--- config.mk ---
export PLATFORM = sky130hd
export DESIGN_NAME = decode_stage
export DESIGN_NICKNAME = d
export VERILOG_FILES = /design/src/rtl/mollusc_pkg.sv /design/src/rtl/skid_buffer.sv /design/src/rtl/decode_stage.sv
export SDC_FILE = /design/constraint.sdc
export NUM_CORES = 1
export LEC_CHECK = 0
export BUFFER_PORTS_ARGS = -buffer_cell sky130_fd_sc_hd__buf_2
export CORE_MARGIN = 2
export CORE_UTILIZATION = 35
export DETAILED_ROUTE_END_ITERATION = 8
export HOLD_SLACK_MARGIN = 0.05
export SETUP_SLACK_MARGIN = 0.15
export SYNTH_ARGS = -nofsm -noshare
export SYNTH_HDL_FRONTEND = slang
export SYNTH_SLANG_ARGS = --single-unit
export TNS_END_PERCENT = 20
--- constraint.sdc ---
create_clock -name clk -period 3.5 [get_ports clk]
set_input_delay 0.175 -clock clk [delete_from_list [all_inputs] [get_ports clk]]
set_output_delay 0.175 -clock clk [all_outputs]
set_load 0.02 [all_outputs]
--- src/rtl/mollusc_pkg.sv ---
// Shared definitions for the mollusc core: default field layout, the decoded
// instruction bundle and the privileged-register test used by decode and regfile.
package mollusc_pkg;

    localparam int DEF_INSTR_W   = 29;
    localparam int DEF_XLEN      = 32;
    localparam int DEF_REG_AW    = 4;
    localparam int DEF_PRIV_REGS = 4;
    localparam int DEF_RD_LSB    = 24;
    localparam int DEF_RM_LSB    = 14;
    localparam int DEF_RA_LSB    = 10;
    localparam int DEF_RB_LSB    = 6;

    localparam int UPPER_IMM_W   = 22;
    localparam int LOWER_IMM_W   = 10;
    localparam int SHIFTMODE_BIT = 23;
    localparam int AUI_MODE_BIT  = 22;

    // Decoded bundle at the default widths.
    typedef struct packed {
        logic [DEF_REG_AW-1:0]  ra_d;
        logic [DEF_REG_AW-1:0]  ra_m;
        logic [DEF_REG_AW-1:0]  ra_a;
        logic [DEF_REG_AW-1:0]  ra_b;
        logic [UPPER_IMM_W-1:0] upper_imm;
        logic [LOWER_IMM_W-1:0] lower_imm;
        logic                   shiftmode;
        logic                   aui_mode;
        logic [DEF_XLEN-1:0]    aui_val;
        logic [DEF_XLEN-1:0]    pc;
        logic                   priv;
        logic                   priv_fault;
    } decoded_t;

    // The top priv_regs addresses of the register file are privileged.
    function automatic logic is_priv_reg(input int unsigned addr,
                                         input int unsigned priv_regs,
                                         input int unsigned reg_aw = DEF_REG_AW);
        return (priv_regs != 0) && (addr >= ((32'd1 << reg_aw) - priv_regs));
    endfunction

endpackage

--- src/rtl/skid_buffer.sv ---
// Two-entry valid/ready pipeline register (main output register plus one skid
// entry); in_ready depends only on registered state.
module skid_buffer #(
    parameter int WIDTH = 8
) (
    input  logic             clk,
    input  logic             rst,
    input  logic             flush,
    input  logic             in_valid,
    output logic             in_ready,
    input  logic [WIDTH-1:0] in_data,
    output logic             out_valid,
    input  logic             out_ready,
    output logic [WIDTH-1:0] out_data
);

    logic [WIDTH-1:0] main_reg;
    logic [WIDTH-1:0] skid_reg;
    logic             main_valid_reg;
    logic             skid_valid_reg;
    logic             accept;
    logic             consume;

    assign in_ready  = !skid_valid_reg;
    assign out_valid = main_valid_reg;
    assign out_data  = main_reg;

    assign accept  = in_valid && in_ready && !flush;
    assign consume = main_valid_reg && out_ready;

    always_ff @(posedge clk) begin
        if (rst) begin
            main_reg       <= '0;
            skid_reg       <= '0;
            main_valid_reg <= 1'b0;
            skid_valid_reg <= 1'b0;
        end else if (flush) begin
            main_valid_reg <= 1'b0;
            skid_valid_reg <= 1'b0;
        end else if (consume) begin
            if (skid_valid_reg) begin
                // Skid drains into main; in_ready was low so nothing new arrives.
                main_reg       <= skid_reg;
                main_valid_reg <= 1'b1;
                skid_valid_reg <= 1'b0;
            end else begin
                main_valid_reg <= accept;
                if (accept) begin
                    main_reg <= in_data;
                end
            end
        end else if (!main_valid_reg) begin
            main_valid_reg <= accept;
            if (accept) begin
                main_reg <= in_data;
            end
        end else if (accept) begin
            skid_reg       <= in_data;
            skid_valid_reg <= 1'b1;
        end
    end

endmodule

--- src/rtl/decode_stage.sv ---
// Mollusc decode stage: splits the instruction into register fields and
// immediates, computes the AUI value and privilege fault, behind a skid buffer.
module decode_stage
    import mollusc_pkg::*;
#(
    parameter int INSTR_W   = DEF_INSTR_W,
    parameter int XLEN      = DEF_XLEN,
    parameter int REG_AW    = DEF_REG_AW,
    parameter int PRIV_REGS = DEF_PRIV_REGS,
    parameter int RD_LSB    = DEF_RD_LSB,
    parameter int RM_LSB    = DEF_RM_LSB,
    parameter int RA_LSB    = DEF_RA_LSB,
    parameter int RB_LSB    = DEF_RB_LSB
) (
    input  logic               clk,
    input  logic               rst,
    input  logic               flush,
    input  logic               in_valid,
    output logic               in_ready,
    input  logic [INSTR_W-1:0] in_instr,
    input  logic [XLEN-1:0]    in_pc,
    input  logic               in_priv,
    output logic               out_valid,
    input  logic               out_ready,
    output logic [REG_AW-1:0]  out_ra_d,
    output logic [REG_AW-1:0]  out_ra_m,
    output logic [REG_AW-1:0]  out_ra_a,
    output logic [REG_AW-1:0]  out_ra_b,
    output logic [21:0]        out_upper_imm,
    output logic [9:0]         out_lower_imm,
    output logic               out_shiftmode,
    output logic               out_aui_mode,
    output logic [XLEN-1:0]    out_aui_val,
    output logic [XLEN-1:0]    out_pc,
    output logic               out_priv,
    output logic               out_priv_fault,
    output logic [15:0]        fault_count
);

    typedef struct packed {
        logic [REG_AW-1:0]      ra_d;
        logic [REG_AW-1:0]      ra_m;
        logic [REG_AW-1:0]      ra_a;
        logic [REG_AW-1:0]      ra_b;
        logic [UPPER_IMM_W-1:0] upper_imm;
        logic [LOWER_IMM_W-1:0] lower_imm;
        logic                   shiftmode;
        logic                   aui_mode;
        logic [XLEN-1:0]        aui_val;
        logic [XLEN-1:0]        pc;
        logic                   priv;
        logic                   priv_fault;
    } bundle_t;

    localparam int BUNDLE_W  = $bits(bundle_t);
    localparam int NUM_FIELD = 4;
    localparam int FIELD_LSB [NUM_FIELD] = '{RD_LSB, RM_LSB, RA_LSB, RB_LSB};
    localparam int EXT_W     = (XLEN > 32) ? XLEN : 32;

    if (INSTR_W < 24) begin : g_bad_instr_w
        $error("decode_stage: INSTR_W must be at least 24");
    end

    logic [REG_AW-1:0]    field_addr [NUM_FIELD];
    logic [NUM_FIELD-1:0] field_priv;

    genvar gi;
    generate
        for (gi = 0; gi < NUM_FIELD; gi++) begin : g_field
            if (FIELD_LSB[gi] + REG_AW > INSTR_W) begin : g_bad_field
                $error("decode_stage: register field exceeds INSTR_W");
            end
            assign field_addr[gi] = in_instr[FIELD_LSB[gi] +: REG_AW];
            assign field_priv[gi] = is_priv_reg(32'(field_addr[gi]), PRIV_REGS, REG_AW);
        end
    endgenerate

    bundle_t             dec_bundle;
    bundle_t             out_bundle;
    logic [BUNDLE_W-1:0] out_bits;
    logic [EXT_W-1:0]    imm_wide;
    logic [XLEN-1:0]     aui_base;

    always_comb begin
        dec_bundle            = '0;
        dec_bundle.ra_d       = field_addr[0];
        dec_bundle.ra_m       = field_addr[1];
        dec_bundle.ra_a       = field_addr[2];
        dec_bundle.ra_b       = field_addr[3];
        dec_bundle.upper_imm  = in_instr[UPPER_IMM_W-1:0];
        dec_bundle.lower_imm  = in_instr[LOWER_IMM_W-1:0];
        dec_bundle.shiftmode  = in_instr[SHIFTMODE_BIT];
        dec_bundle.aui_mode   = in_instr[AUI_MODE_BIT];
        dec_bundle.pc         = in_pc;
        dec_bundle.priv       = in_priv;
        dec_bundle.priv_fault = !in_priv && (|field_priv);

        // Zero-extend before truncating so narrow XLEN simply drops high bits.
        imm_wide = dec_bundle.shiftmode ? EXT_W'({dec_bundle.upper_imm, 10'b0})
                                        : EXT_W'({dec_bundle.upper_imm, 2'b0});
        aui_base = dec_bundle.aui_mode ? in_pc : '0;
        dec_bundle.aui_val = aui_base + imm_wide[XLEN-1:0];
    end

    skid_buffer #(
        .WIDTH(BUNDLE_W)
    ) u_skid (
        .clk      (clk),
        .rst      (rst),
        .flush    (flush),
        .in_valid (in_valid),
        .in_ready (in_ready),
        .in_data  (dec_bundle),
        .out_valid(out_valid),
        .out_ready(out_ready),
        .out_data (out_bits)
    );

    assign out_bundle     = bundle_t'(out_bits);
    assign out_ra_d       = out_bundle.ra_d;
    assign out_ra_m       = out_bundle.ra_m;
    assign out_ra_a       = out_bundle.ra_a;
    assign out_ra_b       = out_bundle.ra_b;
    assign out_upper_imm  = out_bundle.upper_imm;
    assign out_lower_imm  = out_bundle.lower_imm;
    assign out_shiftmode  = out_bundle.shiftmode;
    assign out_aui_mode   = out_bundle.aui_mode;
    assign out_aui_val    = out_bundle.aui_val;
    assign out_pc         = out_bundle.pc;
    assign out_priv       = out_bundle.priv;
    assign out_priv_fault = out_bundle.priv_fault;

    logic [15:0] fault_count_reg;
    assign fault_count = fault_count_reg;

    // Counts completed handshakes, so a same-cycle flush still counts.
    always_ff @(posedge clk) begin
        if (rst) begin
            fault_count_reg <= '0;
        end else if (out_valid && out_ready && out_bundle.priv_fault
                     && fault_count_reg != 16'hFFFF) begin
            fault_count_reg <= fault_count_reg + 16'd1;
        end
    end

endmodule

* Word-level counts from Yosys, hierarchy flattened *
Index checks and enable logic that the tools add are counted.

word-level totals
  flip-flop bits (word level) = 250
  bits of input ports = 67
  memories kept = 0
  bits in latches = 0
  memory bits (read-only) = 0
  output and inout bits = 134
  RAM bits = 0

cells by class
  $add $sub $neg = 2
  div/mod/pow operators = 0
  reduce and logical (&&, ||, !) cells = 15
  multiply operators = 0
  shift operators = 0
  bitwise logic cells = 2
  mux-type cells = 9
  $lt $le $gt $ge = 4
  equality and inequality tests = 2

operator list
  kind                     number
  $mux W116                4
  $mux W32                 2
  $add A32 B32 Y32         1
  $add A16 B1 Y16 const B  1
  $ge A4 B4 Y1 const B     4
  $ne A16 B16 Y1 const B   1
  $logic_and A1 B1 Y1      6
  $reduce_and A2 Y1        2
  $reduce_and A4 Y1        1
  $reduce_or A4 Y1         1
  $logic_not A1 Y1         3
  $mux W1                  3
  $reduce_or A3 Y1         1
  $ne A2 B2 Y1 const B     1
  $not A1 Y1               2
  $reduce_or A2 Y1         1

* Longest topological paths before layout *
Gate-level depths: netlist (run 1).

  word-level depth = 6
  depth in mapped cells = 13

* By module *
Synthesis (run 1) repeated with hierarchy kept, for this count alone.

second synthesis, totals
  cells, all modules = 1295
  area, all modules = 12528.3 sq um

modules (own cells, without submodules)
  module        area each (sq um)  cells an instance  times used  seq. area each (sq um)
  skid_buffer   9740.6             918                1           4684.5
  decode_stage  2787.7             377                1           320.3

* Worst setup path after synthesis (run 1) *
No wires, ideal clock.

  path kind = input to register
  from = input in_instr[22]
  to = register u_skid.main_reg[60], in the netlist u_skid.out_data[60]
  stages = 13
  arrival time = 2714 ps
  slack = 672 ps
  cells stage by stage = clkbuf_1 clkbuf_1 and2_1 ha_1 fa_1 a21oi_1 o21ai_1 a32oi_2 o21ai_4 a31oi_2 nor2b_1 xor2_1 a2111oi_0

between the ends
  word-level cells in the longest chain between the ends = 5
  elaborated cells on any way between the ends = 6

ends and longest elaborated chain
  element                       RTL line                              RTL
  start, declared               decode_stage.sv:20                    input logic [INSTR_W-1:0] in_instr,
  $mux W32 (*)                  decode_stage.sv:101                   aui_base = dec_bundle.aui_mode ? in_pc : '0;
  $add A32 B32 Y32 (*)          decode_stage.sv:102                   dec_bundle.aui_val = aui_base + imm_wide[XLEN-1:0];
  $mux W116 (*)                 skid_buffer.sv:48, skid_buffer.sv:54
  $mux W116 (on tied branches)  skid_buffer.sv:52, skid_buffer.sv:41
  $mux W116 (*)                 skid_buffer.sv:40                     end else if (consume) begin
  end signal, assigned          skid_buffer.sv:43                     main_reg <= skid_reg;
  end signal, assigned          skid_buffer.sv:49                     main_reg <= in_data;
  end signal, assigned          skid_buffer.sv:55                     main_reg <= in_data;
  end, declared                 skid_buffer.sv:17                     logic [WIDTH-1:0] main_reg;

Every way passes the cells marked *; elsewhere a longest branch is shown, timed or not. The select of a mux whose other input is x is not followed.
A chain may end at the register's enable or synchronous reset.

* Final worst setup path (run 1) *
  from = input in_instr[0]
  to = register u_skid.main_reg[60], in the netlist u_skid.out_data[60]

between the ends
  word-level cells in the longest chain between the ends = 5
  elaborated cells on any way between the ends = 6

ends and longest elaborated chain
  element                       RTL line                              RTL
  $mux W32 (*)                  decode_stage.sv:99                    imm_wide = dec_bundle.shiftmode ? EXT_W'({dec_bundle.upper_imm, 10'b0})
  $add A32 B32 Y32 (*)          decode_stage.sv:102
  $mux W116 (*)                 skid_buffer.sv:48, skid_buffer.sv:54
  $mux W116 (on tied branches)  skid_buffer.sv:52, skid_buffer.sv:41
  $mux W116 (*)                 skid_buffer.sv:40

Marks and branches as above.

==> results of run 1 <==
[final timing paths]
kind / start / to / slack [ps]
min: in_instr[22] / u_skid.skid_reg[34]$_SDFFE_PP0P_ / 110
min reg2reg: u_skid.skid_reg[57]$_SDFFE_PP0P_ / u_skid.skid_reg[57]$_SDFFE_PP0P_ / 450
max reg2reg: u_skid.out_valid$_SDFF_PP0_ / u_skid.skid_reg[35]$_SDFFE_PP0P_ / 1200
max: in_instr[0] / u_skid.out_data[60]$_SDFFE_PP0P_ / 480
[what timing repair did]
item / 4_1_cts / 5_1_grt
buffers inserted: 0 / 0
endpoints found under the hold margin: 102 / 0
hold buffers: 63 / 0
[metrics by stage]
step / util [%] / std cells / hold WS [ps] / power (mW) / setup WS, ps
floorplan: - / 1273 / 254.3 / 3.353 / 671.6
global placement: 39.99 / 1780 / 434.1 / 3.650 / 255.3
detailed placement: 39.99 / 1780 / 440.3 / 3.657 / 178.5
CTS: 44.75 / 1888 / 87.42 / 6.261 / 523.1
global route: 44.75 / 1888 / 134.7 / 6.465 / 233.7
finish: 44.75 / 1888 / 113.3 / 6.200 / 475.1
[final cells by class]
| class | count | area share [%] |
|---|---|---|
| Clock buffer | 35 | 5.226 |
| Multi-Input combinational cell | 939 | 42.46 |
| Sequential cell | 228 | 34.42 |
| Inverter | 10 | 0.2830 |
| Timing Repair Buffer | 276 | 13.29 |
| Clock inverter | 10 | 0.6415 |
| Tap cell | 390 | 3.679 |
[critical path: stages]
cell and delay (ps):
dlygate4sd3_1 530, buf_2 160, nor2b_1 130, ha_1 240
fa_1 410, a21oi_1 270, o21ai_1 150, a32oi_2 290
o21ai_4 130, a31oi_2 270, nor2b_1 190, xor2_1 110
a2111oi_0 380
[logic make-up after synthesis]
group                      count (synthesis)  synth area share, %
AOI/OAI and AO/OA                        398                24.78
adders and majority gates                 31                3.752
xor gates and xnor gates                  39                3.241
DFF                                      228                43.31
and+or+nand+nor                          456                19.52
buffers and inverters                    106                3.811
muxes                                     15                1.591
[placed cells by master, fill, tap and decap left out, types with 5 or more instances in the layout]
cell	n
inv_1	10
nand3b_1	5
nor2b_1	18
nor4_1	5
o21a_1	40
o21ai_0	22
dfxtp_1	228
nor3_1	8
xor2_1	17
nand2_1	188
a21oi_1	131
clkbuf_16	25
a31oi_1	6
a2111oi_0	10
xnor2_1	22
buf_2	198
o21bai_1	6
and3_1	7
clkinv_2	6
and2_1	40
buf_4	12
o22ai_1	74
clkbuf_1	7
ha_1	30
nand4_1	13
a211oi_1	60
a21o_1	15
nor2_1	133
nand3_1	10
mux2_2	14
dlygate4sd3_1	63
[per-layer routing]
metal | vias up | track usage [%] | share of wire, %
met2 | 269 | 32.24 | 46
met3 | 38 | 2.892 | 5.3
met5 | - | 0 | 0
met4 | 0 | 3.996 | 1.5
li1 | 4945 | - | -
met1 | 4687 | 27.74 | 47
[power breakdown]
part	internal, mW	switching, mW	total [mW]
sequential	2.68	0.0402	2.72
combinational	0.361	0.581	0.943
clock	1.46	1.08	2.54
==> flow_metrics.py, run 1 <==
metrics = {
    "outcome": {
        "run_status": "finished, final reports clean",
    },
    "synthesis": {
        "post_synth_instance_area_um2": 10540,
        "number_of_flops_mapped_to_enable_cells_by_yosys": 0,
        "post-synth-top-area-cell": "dfxtp_1",
        "synth_register_bits": 228,
        "number_of_warnings_printed_during_yosys_synthesis": 0,
        "synthFlopType": "dfxtp_1",
        "avg_inst_size_synth_um2": 8.279,
        "post-synth-top-count-cell": "dfxtp_1",
        "postSynthNetCount": 1371,
        "synthDominantCellAreaShare_pct": 43.31,
        "netlist-cell-type-count": 59,
        "postSynthCellCount": 1273,
        "synth.area.top_cells": "dfxtp_1 43%, nand2_1 6.7%, a21oi_1 6.2%",
        "ys_top_cells_by_count": "228 x dfxtp_1, 189 x nand2_1, 134 x nor2_1, 131 x a21oi_1, 83 x clkbuf_1",
        "async_reset_ff_share_pct": 0,
        "synth_sequential_area_ratio_pct": 43.31,
    },
    "final_layout": {
        "antenna_cells": 0,
        "seqCellArea_um2": 4564,
        "finalNetCount": 1578,
        "fill_cells": 2996,
        "largest_register_ffs": 116,
        "multiInputGateArea_um2": 5632,
        "synthToLayoutAreaGrowth_pct": 25.85,
        "final_layout_size_suffix_gt1_share_pct": 19.49,
        "final_cell_area_um2": 13260,
    },
    "detailed_routing": {
        "remaining_design_rule_violation_count": 0,
        "totalWireLength_um": 32060,
        "avgViaCountPerCell": 5.264,
        "dr_total_vias": 9939,
        "detail_route.wl_per_cell_um": 16.98,
        "1st_pass_router_iterations": 5,
        "count_of_routing_violations_after_the_opening_detailed_route_iteration": 717,
        "antenna_violating_nets_post_route": 0,
    },
    "die": {
        "dieArea_um2": 31520,
        "floorplan.die.height_um": 177.5,
        "io-pin-count": 201,
        "initial_utilization_pct": 35.56,
        "floorplan.die.width_um": 177.5,
        "rows": 63,
        "core_box_area_um2": 29640,
    },
    "cts": {
        "cts-root-to-sink-buffers": 3,
        "postCtsResizedCells": 0,
        "clk_transition_reported_paths_ps": 60,
        "tritoncts_clock_tree": "yes",
        "cts_made_buffers": 25,
        "clk-insertion-delay-late_ps": 530,
        "cts_root_buf": "clkbuf_16",
        "ctsHtreeMaxLevel": 1,
        "cts_sinks": 228,
    },
    "timing": {
        "worst_slew_margin_rel_pct": 26.17,
        "max_freq_ghz": 0.3306,
        "hold_violations": 0,
        "setup_total_negative_slack_ps": 0,
        "slew_viol_final": 0,
        "setup_violations": 0,
        "rsz0062_at_grt": "no",
        "finClkSkew_ps": 12.15,
        "slew_of_the_pin_with_the_lowest_slew_margin_ps": 1102,
        "fin_crit_sh_pct": 86.43,
        "finalCriticalPeriod_ps": 3025,
    },
    "critical_path": {
        "arrival_ps": 3430,
        "type_of_the_setup_path_with_the_least_slack": "in2reg",
        "critical_path_peak_fanout": 4,
        "crit_path_start_kind": "primary input",
        "worst_ep_required_time_ps": 3900,
        "ff2ff_path_depth": 5,
        "setup.worst_path.end_class": "register",
    },
    "placement": {
        "portBuffers": 199,
        "detailed_place.area_um2": 11850,
        "post-dp-hpwl_um": 21620,
        "place_congestion": 0.8994,
    },
    "global_route": {
        "grt_first_pass_wirelength_um": 50340,
        "grt_overflow_total": 0,
        "antenna_violations_before_repair": 0,
        "first_global_vias": 9228,
        "grt_start_max_net_pins": 111,
        "grt.total_usage_pct": 19.77,
    },
    "power_and_ir_drop": {
        "ir_worst_vdd_uv": 287.4,
        "cellPowerDensity_nw_per_um2": 467.5,
        "p_leak_nw": 5.388,
    },
    "min_path": {
        "worst_hold_path.num_cells": 3,
        "hp-class": "in2reg",
    },
    "job": {
        "timing.max_cap.violations": 0,
    },
}
No activity file was read; power rests on OpenSTA's default activity.
==> run 2, diff against run 1 <==
==> constraint.sdc (replaced) <==
create_clock -name clk -period 3.4 [get_ports clk]
set_input_delay 0.17 -clock clk [delete_from_list [all_inputs] [get_ports clk]]
set_output_delay 0.17 -clock clk [all_outputs]
set_load 0.02 [all_outputs]
==> flow_metrics.py, run 2 (synthesis results as in run 1) <==
metrics = {
    "min_path": {
        "min_to": "u_skid.skid_reg[34]$_SDFFE_PP0P_",
        "hp-class": "in2reg",
        "worst_hold_path.num_cells": 3,
        "min-delay-start": "in_instr[22]",
    },
    "detailed_routing": {
        "count_of_routing_violations_after_the_opening_detailed_route_iteration": 684,
        "antenna_violating_nets_post_route": 0,
        "remaining_design_rule_violation_count": 0,
        "totalWireLength_um": 31990,
        "detail_route.wl_per_cell_um": 16.95,
        "avgViaCountPerCell": 5.255,
        "dr_total_vias": 9917,
        "1st_pass_router_iterations": 5,
    },
    "critical_path": {
        "worst_ep_required_time_ps": 3810,
        "critical_path_peak_fanout": 4,
        "arrival_ps": 3370,
        "crit_path_start_kind": "primary input",
        "setup.reg_to_reg.worst_slack_ps": 1030,
        "ff2ff_path_depth": 6,
        "cp_slowest_stage_delay_ps": 540,
        "start_of_the_worst_register_to_register_path": "u_skid.out_valid$_SDFF_PP0_",
        "regToRegEndpoint": "u_skid.out_data[64]$_SDFFE_PP0P_",
        "type_of_the_setup_path_with_the_least_slack": "in2reg",
        "cp_cell_sequence": "dlygate4sd3_1 -> buf_2 -> nor2b_1 -> ha_1 -> fa_1 -> a21oi_2 -> o21ai_1 -> a32oi_2 -> o21ai_4 -> a31oi_2 -> nor2b_1 -> xor2_1 -> a2111oi_1",
        "cpMostUsedCell": "nor2b_1",
        "critical_path.slowest_cell": "dlygate4sd3_1",
        "setup.worst_path.end_class": "register",
    },
    "die": {
        "rows": 63,
        "floorplan.die.height_um": 177.5,
        "core_box_area_um2": 29640,
        "io-pin-count": 201,
        "floorplan.die.width_um": 177.5,
        "dieArea_um2": 31520,
        "initial_utilization_pct": 35.56,
    },
    "global_route": {
        "antenna_violations_before_repair": 0,
        "first_global_vias": 9152,
        "grt_overflow_total": 0,
        "grt_start_max_net_pins": 138,
        "grt_first_pass_wirelength_um": 50380,
        "grt.total_usage_pct": 19.72,
    },
    "timing": {
        "fin_crit_sh_pct": 87.09,
        "rsz0062_at_grt": "no",
        "worst_slew_margin_rel_pct": 25.88,
        "slew_viol_final": 0,
        "slew_of_the_pin_with_the_lowest_slew_margin_ps": 1106,
        "setup_total_negative_slack_ps": 0,
        "finalCriticalPeriod_ps": 2961,
        "hold_violations": 0,
        "finClkSkew_ps": 9.965,
        "setup_violations": 0,
        "max_freq_ghz": 0.3377,
    },
    "final_layout": {
        "largest_register_ffs": 116,
        "layout.cells.most_common": "dfxtp_1",
        "mostFrequentLayoutCells": "228 x dfxtp_1, 198 x buf_2, 188 x nand2_1",
        "finalNetCount": 1579,
        "antenna_cells": 0,
        "final_layout_size_suffix_gt1_share_pct": 19.77,
        "final_core_util_pct": 44.95,
        "synthToLayoutAreaGrowth_pct": 26.42,
    },
    "cts": {
        "ctsHtreeMaxLevel": 1,
        "clk_transition_reported_paths_ps": 60,
        "cts-root-to-sink-buffers": 3,
        "cts_sinks": 228,
        "cts_root_buf": "clkbuf_16",
        "tritoncts_clock_tree": "yes",
        "cts_made_buffers": 25,
        "post-cts-setup-buffers": 0,
        "clk-insertion-delay-late_ps": 530,
    },
    "job": {
        "timing.max_cap.violations": 0,
    },
    "power_and_ir_drop": {
        "cellPowerDensity_nw_per_um2": 482.4,
        "ir_worst_vdd_uv": 316.4,
        "p_leak_nw": 5.407,
    },
    "outcome": {
        "run_status": "finished, final reports clean",
    },
    "placement": {
        "portBuffers": 199,
        "place_congestion": 0.8854,
        "post-dp-hpwl_um": 21370,
    },
}
==> run 2: changes by cell type in the layout (fill, tap and decap cells not counted), moves of 2 or more <==
cell and delta:
clkinv_2 -2, clkinvlp_4 +2, clkbuf_8 +3, clkbuf_1 -4, buf_12 +2
==> run 2: per-layer routing <==
layer / vias up / GRT usage, % / part of all wire, %
li1: 4939 / - / -
met1: 4656 / 27.66 / 47
met2: 289 / 32.27 / 46
met3: 33 / 2.806 / 5.2
met4: 0 / 3.859 / 1.4
met5: - / 0 / 0
==> run 2: final cells by class <==
class / count / area (µm²)
Tap cell: 390 / 488.0
Sequential cell: 228 / 4564
Multi-Input combinational cell: 939 / 5637
Timing Repair Buffer: 277 / 1795
Clock inverter: 9 / 81.33
Fill cell: 3001 / 16320
Inverter: 10 / 37.54
Clock buffer: 34 / 719.4
==> run 2: worst max-delay path by stage <==
stage	startpoint	to	slack, ps	depth (start not counted)
CTS	in_instr[0]	u_skid.out_data[60]$_SDFFE_PP0P_	360	13
finish	in_instr[0]	u_skid.out_data[60]$_SDFFE_PP0P_	440	13
detailed placement	in_instr[23]	u_skid.out_data[60]$_SDFFE_PP0P_	90	11
floorplan	in_instr[22]	u_skid.out_data[60]$_SDFFE_PP0P_	580	13
global route	in_instr[0]	u_skid.out_data[60]$_SDFFE_PP0P_	200	13
global placement	in_instr[23]	u_skid.skid_reg[62]$_SDFFE_PP0P_	180	11
==> run 2: through the flow <==
| step | hold WS (ps) | worst slack (ps) | power [mW] | instances | cell area (µm²) |
|---|---|---|---|---|---|
| floorplan | 249.3 | 576.6 | 3.452 | 1273 | 10540 |
| global placement | 428.4 | 184.8 | 3.764 | 1781 | 11890 |
| detailed placement | 430.0 | 87.31 | 3.772 | 1781 | 11890 |
| CTS | 96.97 | 364.9 | 6.492 | 1887 | 13320 |
| global route | 133.5 | 201.8 | 6.710 | 1887 | 13320 |
| finish | 112.3 | 438.8 | 6.426 | 1887 | 13320 |
==> run 2: repair_timing <==
item / CTS / global route
hold endpoints to repair: 106 / 0
endpoints found under the setup margin: 0 / 1
gates resized for setup: 0 / 2
hold buffers: 63 / 0
==> run 2: power by group <==
group	internal [mW]	total, mW	switching [mW]
clock	1.55	2.65	1.10
combinational	0.378	0.977	0.599
sequential	2.76	2.80	0.0423
==> run 2: worst max-delay path, delay by kind of cell <==
kind | cells | cell delay, ps
buffers and inverters | 2 | 700
adders and majority gates | 2 | 660
and+or+nand+nor | 2 | 330
xor gates and xnor gates | 1 | 120
AOI/OAI and AO/OA | 6 | 1400
==> run 3, diff against run 2 <==
--- a/config.mk
+++ b/config.mk
@@ -10,6 +10,7 @@
 export CORE_UTILIZATION = 35
 export DETAILED_ROUTE_END_ITERATION = 8
 export HOLD_SLACK_MARGIN = 0.05
+export PLACE_DENSITY_LB_ADDON = 0.05
 export SETUP_SLACK_MARGIN = 0.15
 export SYNTH_ARGS = -nofsm -noshare
 export SYNTH_HDL_FRONTEND = slang
==> flow_metrics.py, run 3 (synthesis results as in run 1) <==
metrics = {
    "placement": {
        "detailed_place.area_um2": 11930,
        "place_congestion": 0.8422,
        "post-dp-hpwl_um": 22870,
        "portBuffers": 199,
        "place_inst": 1787,
    },
    "power_and_ir_drop": {
        "ir_worst_vdd_uv": 294.2,
        "p_leak_nw": 5.487,
        "cellPowerDensity_nw_per_um2": 501.9,
    },
    "cts": {
        "post-cts-setup-buffers": 0,
        "ctsHtreeMaxLevel": 1,
        "clk-insertion-delay-late_ps": 530,
        "clk_transition_reported_paths_ps": 60,
        "cts-root-to-sink-buffers": 3,
        "cts_made_buffers": 27,
        "cts_sinks": 228,
        "tritoncts_clock_tree": "yes",
        "cts_root_buf": "clkbuf_16",
    },
    "critical_path": {
        "type_of_the_setup_path_with_the_least_slack": "in2reg",
        "critical_path.slowest_cell": "dlygate4sd3_1",
        "cp_cell_sequence": "dlygate4sd3_1 -> buf_2 -> nor2b_1 -> ha_1 -> fa_1 -> a21oi_1 -> o21ai_1 -> a32oi_2 -> o21ai_4 -> a31oi_2 -> nor2b_1 -> xor2_1 -> a2111oi_0",
        "cpMostUsedCell": "nor2b_1",
        "critical_path_peak_fanout": 4,
        "cell_type_group_with_the_largest_total_delay_on_the_critical_path": "compound AO/OA/AOI/OAI gates",
        "cp_slowest_stage_delay_ps": 550,
        "wp_buf_inv": 2,
        "crit_path_start_kind": "primary input",
        "arrival_ps": 3400,
        "worst_ep_required_time_ps": 3810,
        "setup.worst_path.end_class": "register",
    },
    "job": {
        "timing.max_cap.violations": 0,
    },
    "timing": {
        "finClkSkew_ps": 19.63,
        "worst_slew_margin_rel_pct": 37.56,
        "setup_violations": 0,
        "max_freq_ghz": 0.3343,
        "hold_violations": 0,
        "slew_of_the_pin_with_the_lowest_slew_margin_ps": 936.6,
        "holdWs_ps": 110.8,
        "finalCriticalPeriod_ps": 2991,
        "fin_crit_sh_pct": 87.97,
        "rsz0062_at_grt": "no",
        "slew_viol_final": 0,
        "setup_total_negative_slack_ps": 0,
    },
    "die": {
        "floorplan.die.width_um": 177.5,
        "dieArea_um2": 31520,
        "io-pin-count": 201,
        "initial_utilization_pct": 35.56,
        "rows": 63,
        "core_box_area_um2": 29640,
        "floorplan.die.height_um": 177.5,
    },
    "global_route": {
        "first_global_vias": 9414,
        "grt.total_usage_pct": 21.02,
        "grt_overflow_total": 0,
        "grt_start_max_net_pins": 83,
        "grt_first_pass_wirelength_um": 53010,
        "antenna_violations_before_repair": 0,
    },
    "detailed_routing": {
        "1st_pass_router_iterations": 5,
        "dr_total_vias": 9960,
        "avgViaCountPerCell": 5.256,
        "antenna_violating_nets_post_route": 0,
        "totalWireLength_um": 33650,
        "detail_route.wl_per_cell_um": 17.76,
        "remaining_design_rule_violation_count": 0,
        "count_of_routing_violations_after_the_opening_detailed_route_iteration": 717,
    },
    "final_layout": {
        "layout.cells.non_filler": 1895,
        "layout.cells.most_common": "dfxtp_1",
        "finalNetCount": 1587,
        "synthToLayoutAreaGrowth_pct": 27.72,
        "final_layout_size_suffix_gt1_share_pct": 20.20,
        "fill_cells": 3059,
        "antenna_cells": 0,
        "largest_register_ffs": 116,
        "final_cell_area_um2": 13460,
        "final_core_util_pct": 45.42,
        "mostFrequentLayoutCells": "228 x dfxtp_1, 198 x buf_2, 188 x nand2_1",
    },
    "min_path": {
        "hp-class": "in2reg",
    },
    "outcome": {
        "run_status": "finished, final reports clean",
    },
}
run 3: worst reg2reg max path, stage by stage, from the launching register on:
cell	delay (ps)
dfxtp_1	470
nor2b_1	510
nand2_4	510
buf_4	480
nand2_1	190
a21oi_1	70
run 3: layout make-up:
cell class                      instances  area, µm²  share of cell area, %
Tap cell                              390      488.0                  3.625
Clock buffer                           32      724.4                  5.382
Multi-Input combinational cell        939       5632                  41.84
Sequential cell                       228       4564                  33.91
Timing Repair Buffer                  283       1841                  13.67
Clock inverter                         13      173.9                  1.292
Inverter                               10      37.54                 0.2789
run 3: routing by layer:
layer | up-vias | GRT usage, % | wire, µm
met2 | 227 | 34.09 | 15560
met4 | 0 | 4.781 | 609
met1 | 4744 | 29.79 | 16060
met5 | - | 0 | 0
li1 | 4946 | - | -
met3 | 43 | 2.485 | 1410
run 3: power by group:
| group | leakage [nW] | internal (mW) | switching, mW |
|---|---|---|---|
| registers | 1.85 | 2.76 | 0.0429 |
| clock network | 0.441 | 1.81 | 1.16 |
| logic | 3.19 | 0.378 | 0.612 |
run 3: worst paths after layout:
| path | cells after the start | end | from | slack (ps) |
|---|---|---|---|---|
| worst max-delay path | 13 | u_skid.out_data[60]$_SDFFE_PP0P_ | in_instr[0] | 410 |
| worst min-delay path | 3 | u_skid.skid_reg[67]$_SDFFE_PP0P_ | in_instr[23] | 110 |
| worst max register to register | 5 | u_skid.skid_reg[18]$_SDFFE_PP0P_ | u_skid.out_valid$_SDFF_PP0_ | 1040 |
| worst min register to register | 2 | u_skid.skid_reg[1]$_SDFFE_PP0P_ | u_skid.skid_reg[1]$_SDFFE_PP0P_ | 450 |
run 3: repair_timing:
action	in CTS	in global routing
hold buffers	63	0
endpoints found under the hold margin	105	0
resized for setup	0	0
run 3: through the flow:
stage	power, mW	setup slack (ps)
2_1_floorplan	3.452	576.6
3_3_place_gp	3.792	177.7
3_5_place_dp	3.795	160.2
4_1_cts	6.829	446.7
5_1_grt	7.041	164.7
6_report	6.756	409.0
